**src/rtl/pwm_light_sequencer.sv**
```systemverilog
`default_nettype none
// +----------------------------------------------------------------------------+
// | Module      : pwm_light_sequencer                                          |
// | Description : Brightness level sequencer for the PWM light path. Debounced |
// |               button pulses step the level in MANUAL mode; AUTO mode       |
// |               breathes the level up and down on a free-running step timer. |
// |               The level reaches the brightness MUX only on PWM period      |
// |               boundaries, so the duty cycle never changes mid-period.      |
// | Option      : `define IDLE_OFF_EN to turn the light off after              |
// |               TIMEOUT_STEPS step intervals without a button in MANUAL.     |
// | Ports       : i_clk            system clock                                |
// |               i_reset          asynchronous reset, active low             |
// |               i_btn_up         1-cycle pulse, brighter                     |
// |               i_btn_down       1-cycle pulse, dimmer                       |
// |               i_btn_mode       1-cycle pulse, toggle MANUAL/AUTO           |
// |               i_pwm_period_end 1-cycle pulse on PWM counter wrap           |
// |               o_light_state    level select to MUX, 0..NUM_LEVELS-1        |
// |               o_mode           0=MANUAL 1=FADE_UP 2=FADE_DOWN              |
// |               o_step           1-cycle pulse when the step timer expires   |
// | Revision    : 1.0  initial release                                         |
// +----------------------------------------------------------------------------+
module pwm_light_sequencer #(
  parameter int NUM_LEVELS    = 5,
  parameter int STEP_TICKS    = 10_000_000,
  parameter int TIMEOUT_STEPS = 60
) (
  input  logic       i_clk,
  input  logic       i_reset,
  input  logic       i_btn_up,
  input  logic       i_btn_down,
  input  logic       i_btn_mode,
  input  logic       i_pwm_period_end,
  output logic [2:0] o_light_state,
  output logic [1:0] o_mode,
  output logic       o_step
);

  localparam int              c_tw       = (STEP_TICKS > 1) ? $clog2(STEP_TICKS) : 1;
  localparam logic [c_tw-1:0] c_tmr_max  = c_tw'(STEP_TICKS - 1);
  localparam logic [2:0]      c_lvl_max  = 3'(NUM_LEVELS - 1);

  typedef enum logic [1:0] {
    ST_MANUAL    = 2'd0,
    ST_FADE_UP   = 2'd1,
    ST_FADE_DOWN = 2'd2
  } state_t;

  state_t          r_state;
  state_t          w_state_nxt;
  logic [2:0]      r_lvl;
  logic [2:0]      w_lvl_fsm;
  logic [2:0]      w_lvl_nxt;
  logic [c_tw-1:0] r_timer;
  logic [c_tw-1:0] w_timer_nxt;
  logic            w_step;
  logic            w_up;
  logic            w_down;

  // Simultaneous up and down cancel out.
  assign w_up   = i_btn_up & ~i_btn_down;
  assign w_down = i_btn_down & ~i_btn_up;
  assign w_step = (r_timer == c_tmr_max);

  assign o_step = w_step;
  assign o_mode = r_state;

  // --------------------------------------------------------------------------
  // Next-state / pending level. Mode pulses take priority over everything,
  // including a coincident timer step, which is then dropped.
  // --------------------------------------------------------------------------
  always_comb begin
    w_state_nxt = r_state;
    w_lvl_fsm   = r_lvl;
    case (r_state)
      ST_MANUAL: begin
        if (i_btn_mode) begin
          w_state_nxt = (r_lvl < c_lvl_max) ? ST_FADE_UP : ST_FADE_DOWN;
        end else if (w_up) begin
          if (r_lvl < c_lvl_max) w_lvl_fsm = r_lvl + 3'd1;
        end else if (w_down) begin
          if (r_lvl != 3'd0) w_lvl_fsm = r_lvl - 3'd1;
        end
      end
      ST_FADE_UP: begin
        if (i_btn_mode) begin
          w_state_nxt = ST_MANUAL;
        end else if (w_step) begin
          if (r_lvl < c_lvl_max) w_lvl_fsm = r_lvl + 3'd1;
          // Turn around on the same edge the top level is reached.
          if (r_lvl >= c_lvl_max - 3'd1) w_state_nxt = ST_FADE_DOWN;
        end
      end
      ST_FADE_DOWN: begin
        if (i_btn_mode) begin
          w_state_nxt = ST_MANUAL;
        end else if (w_step) begin
          if (r_lvl != 3'd0) w_lvl_fsm = r_lvl - 3'd1;
          if (r_lvl <= 3'd1) w_state_nxt = ST_FADE_UP;
        end
      end
      default: begin
        w_state_nxt = ST_MANUAL;
      end
    endcase
  end

  // Step timer free-runs in every state; any change of mode restarts it so a
  // fresh fade always gets a full step interval.
  always_comb begin
    w_timer_nxt = r_timer + 1'b1;
    if ((w_state_nxt != r_state) || w_step) w_timer_nxt = '0;
  end

`ifdef IDLE_OFF_EN
  localparam int              c_iw       = $clog2(TIMEOUT_STEPS + 1);
  localparam logic [c_iw-1:0] c_idle_max = c_iw'(TIMEOUT_STEPS);

  logic [c_iw-1:0] r_idle;
  logic [c_iw-1:0] w_idle_nxt;
  logic            w_idle_fire;
  logic            w_btn_any;

  assign w_btn_any = i_btn_up | i_btn_down | i_btn_mode;

  // Idle counter only advances in MANUAL; it saturates at the timeout value
  // so the off-forcing happens once and then waits for the next button.
  always_comb begin
    w_idle_nxt  = r_idle;
    w_idle_fire = 1'b0;
    if ((r_state != ST_MANUAL) || w_btn_any) begin
      w_idle_nxt = '0;
    end else if (w_step && (r_idle != c_idle_max)) begin
      w_idle_nxt  = r_idle + 1'b1;
      w_idle_fire = (r_idle == c_idle_max - 1'b1);
    end
  end

  assign w_lvl_nxt = w_idle_fire ? 3'd0 : w_lvl_fsm;

  always_ff @(posedge i_clk or negedge i_reset) begin
    if (!i_reset) begin
      r_idle <= '0;
    end else begin
      r_idle <= w_idle_nxt;
    end
  end
`else
  assign w_lvl_nxt = w_lvl_fsm;
`endif

  // --------------------------------------------------------------------------
  // State, pending level and timer registers.
  // --------------------------------------------------------------------------
  always_ff @(posedge i_clk or negedge i_reset) begin
    if (!i_reset) begin
      r_state <= ST_MANUAL;
      r_lvl   <= 3'd0;
      r_timer <= '0;
    end else begin
      r_state <= w_state_nxt;
      r_lvl   <= w_lvl_nxt;
      r_timer <= w_timer_nxt;
    end
  end

  // Output shadow: samples the pre-edge pending level at each period wrap, so
  // a level change on the wrap edge itself lands one period later.
  always_ff @(posedge i_clk or negedge i_reset) begin
    if (!i_reset) begin
      o_light_state <= 3'd0;
    end else if (i_pwm_period_end) begin
      o_light_state <= r_lvl;
    end
  end

endmodule
`default_nettype wire
```
**config.mk**
```make
export PLATFORM = sky130hd
export DESIGN_NAME = pwm_light_sequencer
export DESIGN_NICKNAME = d
export VERILOG_FILES = /design/src/rtl/pwm_light_sequencer.sv
export SDC_FILE = /design/constraint.sdc
export NUM_CORES = 1
export LEC_CHECK = 0
export BUFFER_PORTS_ARGS = -buffer_cell sky130_fd_sc_hd__buf_4
export CAP_MARGIN = 25
export CORE_MARGIN = 5
export CORE_UTILIZATION = 60
export DETAILED_ROUTE_END_ITERATION = 10
export MAX_ROUTING_LAYER = met4
export PLACE_DENSITY = 0.75
export SLEW_MARGIN = 10
export SYNTH_ARGS = -nofsm -noshare
export SYNTH_HDL_FRONTEND = slang
export SYNTH_SLANG_ARGS = --single-unit
```
**constraint.sdc**
```tcl
create_clock -name i_clk -period 2.2 [get_ports i_clk]
set_input_delay 0.11 -clock i_clk [delete_from_list [all_inputs] [get_ports i_clk]]
set_output_delay 0.11 -clock i_clk [all_outputs]
set_load 0.05 [all_outputs]
```
==> run_results.csv <==
group,metric,value,unit
run_status,outcome,"complete, no violations",
power_and_ir_drop,power_leakage,1.00,nW
layout,stdcell_count,296,
routing,route.detailed.vias_per_inst,6.00,
logic_synthesis,post_synthesis_instance_total,226,
logic_synthesis,synth.cell_area,0.00208,mm²
cts,clock_latency,0.34,ns
layout,area_growth,14.3,%
logic_synthesis,synth-seq-area-share,0.385,
timing,layout_setup_ws,0.181,ns
cts,clkSinkCount,32,
routing,count_of_nets_left_with_antenna_violations_after_detail_routing,0,
layout,finalCoreUtilization,0.712,
grt,grt_pass1_wl,8.17,mm
timing,max_clock_freq,495,MHz
worst_setup_path,setup.worst_path.start_class,"register",
logic_synthesis,yosys.cell_types.count,50,
routing,drtPass1Iterations,4,
routing,drtIter0Drc,179,
worst_setup_path,worst-endpoint-required,2.44,ns
timing,final_setup_vio_count,0,
grt,first_global_vias,1811,
cts,ctsRootBufferMaster,"clkbuf_4",
layout,antenna_cells,0,
cts,numCtsBuffers,5,
die,die_width,68.9,µm
cts,clkTransAtPathRegs,0.10,ns
place,post-place-cells,280,
place,numPortBuffers,11,
logic_synthesis,synth.cells.most_frequent,"dfrtp_1 (32), nor2_1 (29), xnor2_1 (12)",
routing,post_drt_wl_per_cell,15.2,µm
power_and_ir_drop,total_power_density_per_cell_area,1100,mW/mm²
worst_setup_path,worst-endpoint-arrival,2.26,ns
logic_synthesis,synth_fa_ha_area_frac,0.0662,
die,floorplan.initialDensity,0.623,
logic_synthesis,synth_edf_count,0,
logic_synthesis,yosys.area_share.xor_xnor,0.0801,
die,die_y,68.9,µm
timing,timing.clock.skew,0.00689,ns
worst_setup_path,crit_path_max_fanout,8,
timing,hold_ws,0.0175,ns
logic_synthesis,ys_async_sr_fraction,1.00,
logic_synthesis,most_common_flop_cell_mapped_by_yosys,"dfrtp_1",
die,rows,21,
worst_setup_path,worstSetupEndpointType,"register",
logic_synthesis,yosysMostFrequentCell,"dfrtp_1",
timing,slew_violations,0,
grt,maximum_number_of_pins_on_one_net_before_global_route_repair,33,
logic_synthesis,post_synth_main_area_contributors,"dfrtp_1 (39%), ha_1 (6.6%), nor2_1 (5.2%)",
die,die_area,0.00474,mm²
logic_synthesis,synth_top_family_by_area,"simple AND/OR/NAND/NOR gates",
logic_synthesis,synth.ff_latch_count,32,
logic_synthesis,area_fraction_in_compound_gates_after_synthesis,0.122,
grt,grt.overflow.total,0,
timing,timing.final.crit_share,0.918,
timing,final.min_clock_period,2.02,ns
cts,cts_max_path_buffers,2,
cts,cts_max_level,2,
cts,clock_tree_from_tritoncts,"yes",
routing,via_count,1776,
layout,layout-drive-gt1-share,0.208,
place,gp_congestion,0.894,
grt,antenna_found_initial,0,
place,pre_cts_ws,0.139,ns
logic_synthesis,synth.avg_cell_area,9.20,µm²
layout,net_count_of_the_finished_layout,266,
logic_synthesis,syn_nets,243,
logic_synthesis,yosysWarnings,0,
routing,routed_wirelength,4.51,mm
power_and_ir_drop,vdd_ir_drop_max,0.00105,V
grt,grt_usage,0.233,
worst_setup_path,critPathKind,"register to register",
die,placeableCoreArea,0.00334,mm²
timing,timing.max_slew.rel_slack,0.728,
timing,tightest_slew,0.408,ns
flow_run,drv.max_cap_violation_count,0,
routing,detail_route.drc_violations,0,
logic_synthesis,synth-simple-area-share,0.287,
logic_synthesis,fraction_of_synthesized_area_in_multiplexers,0.0211,
place,place_hpwl,3.12,mm
timing,timing_hold_violations_final,0,
logic_synthesis,netlist.area_leader.share,0.385,
hold_path,hp-class,"primary input to register",
logic_synthesis,synth_largest_area_cell,"dfrtp_1",
die,top_level_ports,12,
## kinds of logic (layout without fill, tap and decap cells)
logic type                 Yosys count  count (layout)
adders and majority gates           11              11
AOI/OAI and AO/OA                   36              36
buffers and inverters               19              43
muxes                                4               4
and+or+nand+nor                    105             105
DFF                                 32              32
xor gates and xnor gates            19              19
## where the power goes
part / switching [mW] / internal (mW) / leakage [nW]
combinational: 0.863 / 0.601 / 0.546
sequential: 0.100 / 0.693 / 0.426
clock: 0.208 / 0.156 / 0.0315
## flip-flops by register name, indices dropped and copies added, names as in the netlist
signal	count
r_timer	24
o_light_state	3
r_lvl	3
o_mode	2
## placed cells by master, fill, tap and decap left out, drive strengths merged, types with 3 or more instances in the layout
cell | netlist | layout
xor2 | 7 | 7
nand4 | 10 | 10
or3 | 5 | 5
nor3 | 9 | 9
o31ai | 3 | 3
nand3 | 11 | 11
ha | 11 | 11
buf | 7 | 26
a21oi | 12 | 12
nand2 | 10 | 10
mux2 | 3 | 3
o21ai | 6 | 6
and2 | 4 | 4
nor2b | 3 | 3
clkbuf | 4 | 7
o32ai | 3 | 3
dfrtp | 32 | 32
inv | 8 | 8
and3 | 4 | 4
xnor2 | 12 | 12
nor4 | 3 | 3
nor2 | 29 | 29
nor4bb | 4 | 4
## metrics by stage
stage / TNS (ns) / cell area [µm²] / total power [mW]
2_1_floorplan: 0 / 2090 / 1.82
3_3_place_gp: 0 / 2240 / 2.12
3_5_place_dp: 0 / 2240 / 2.16
4_1_cts: 0 / 2320 / 2.52
5_1_grt: -0.00189 / 2370 / 2.85
6_report: 0 / 2370 / 2.62
## worst max-delay path, stage by stage, from the launching register on
cell and delay [ns]:
dfrtp_1 0.50, nor4bb_1 0.34, nand4_1 0.17, or4_1 0.55, and2_1 0.18, o41ai_2 0.18
## path summary, 6_finish.rpt
| kind | from | endpoint | slack (ns) | cells past startpoint |
|---|---|---|---|---|
| setup / recovery | r_timer[16] | o_mode[0] | 0.18 | 5 |
| hold / removal | i_btn_mode | o_mode[0] | 0.02 | 2 |
| setup reg to reg | r_timer[16] | o_mode[0] | 0.18 | 5 |
| min in group asynchronous | i_reset | r_timer[19] | 0.24 | 2 |
| hold reg to reg | o_light_state[2] | o_light_state[2] | 0.52 | 1 |
| max in group asynchronous | i_reset | r_timer[0] | 1.65 | 2 |
## routing by layer
metal | share of wire | global-route usage
met4 | 0.010 | 0.0511
met3 | 0.054 | 0.0535
met2 | 0.46 | 0.365
met1 | 0.48 | 0.310
met5 | 0 | -
## repair_timing
item | in CTS | in global routing
resized for setup | 0 | 3
endpoints found under the setup margin | 0 | 20
hold endpoints to repair | 32 | 0
hold buffers | 1 | 0
setup buffers | 0 | 7
## final cells by class
type,count,area [µm²]
Clock inverter,1,7.51
Fill cell,267,962
Timing Repair Buffer,27,205
Clock buffer,7,55.1
Sequential cell,32,805
Inverter,8,30.0
Tap cell,46,57.6
Multi-Input combinational cell,175,1210
Note: power is estimated with default switching activity, not from simulation.
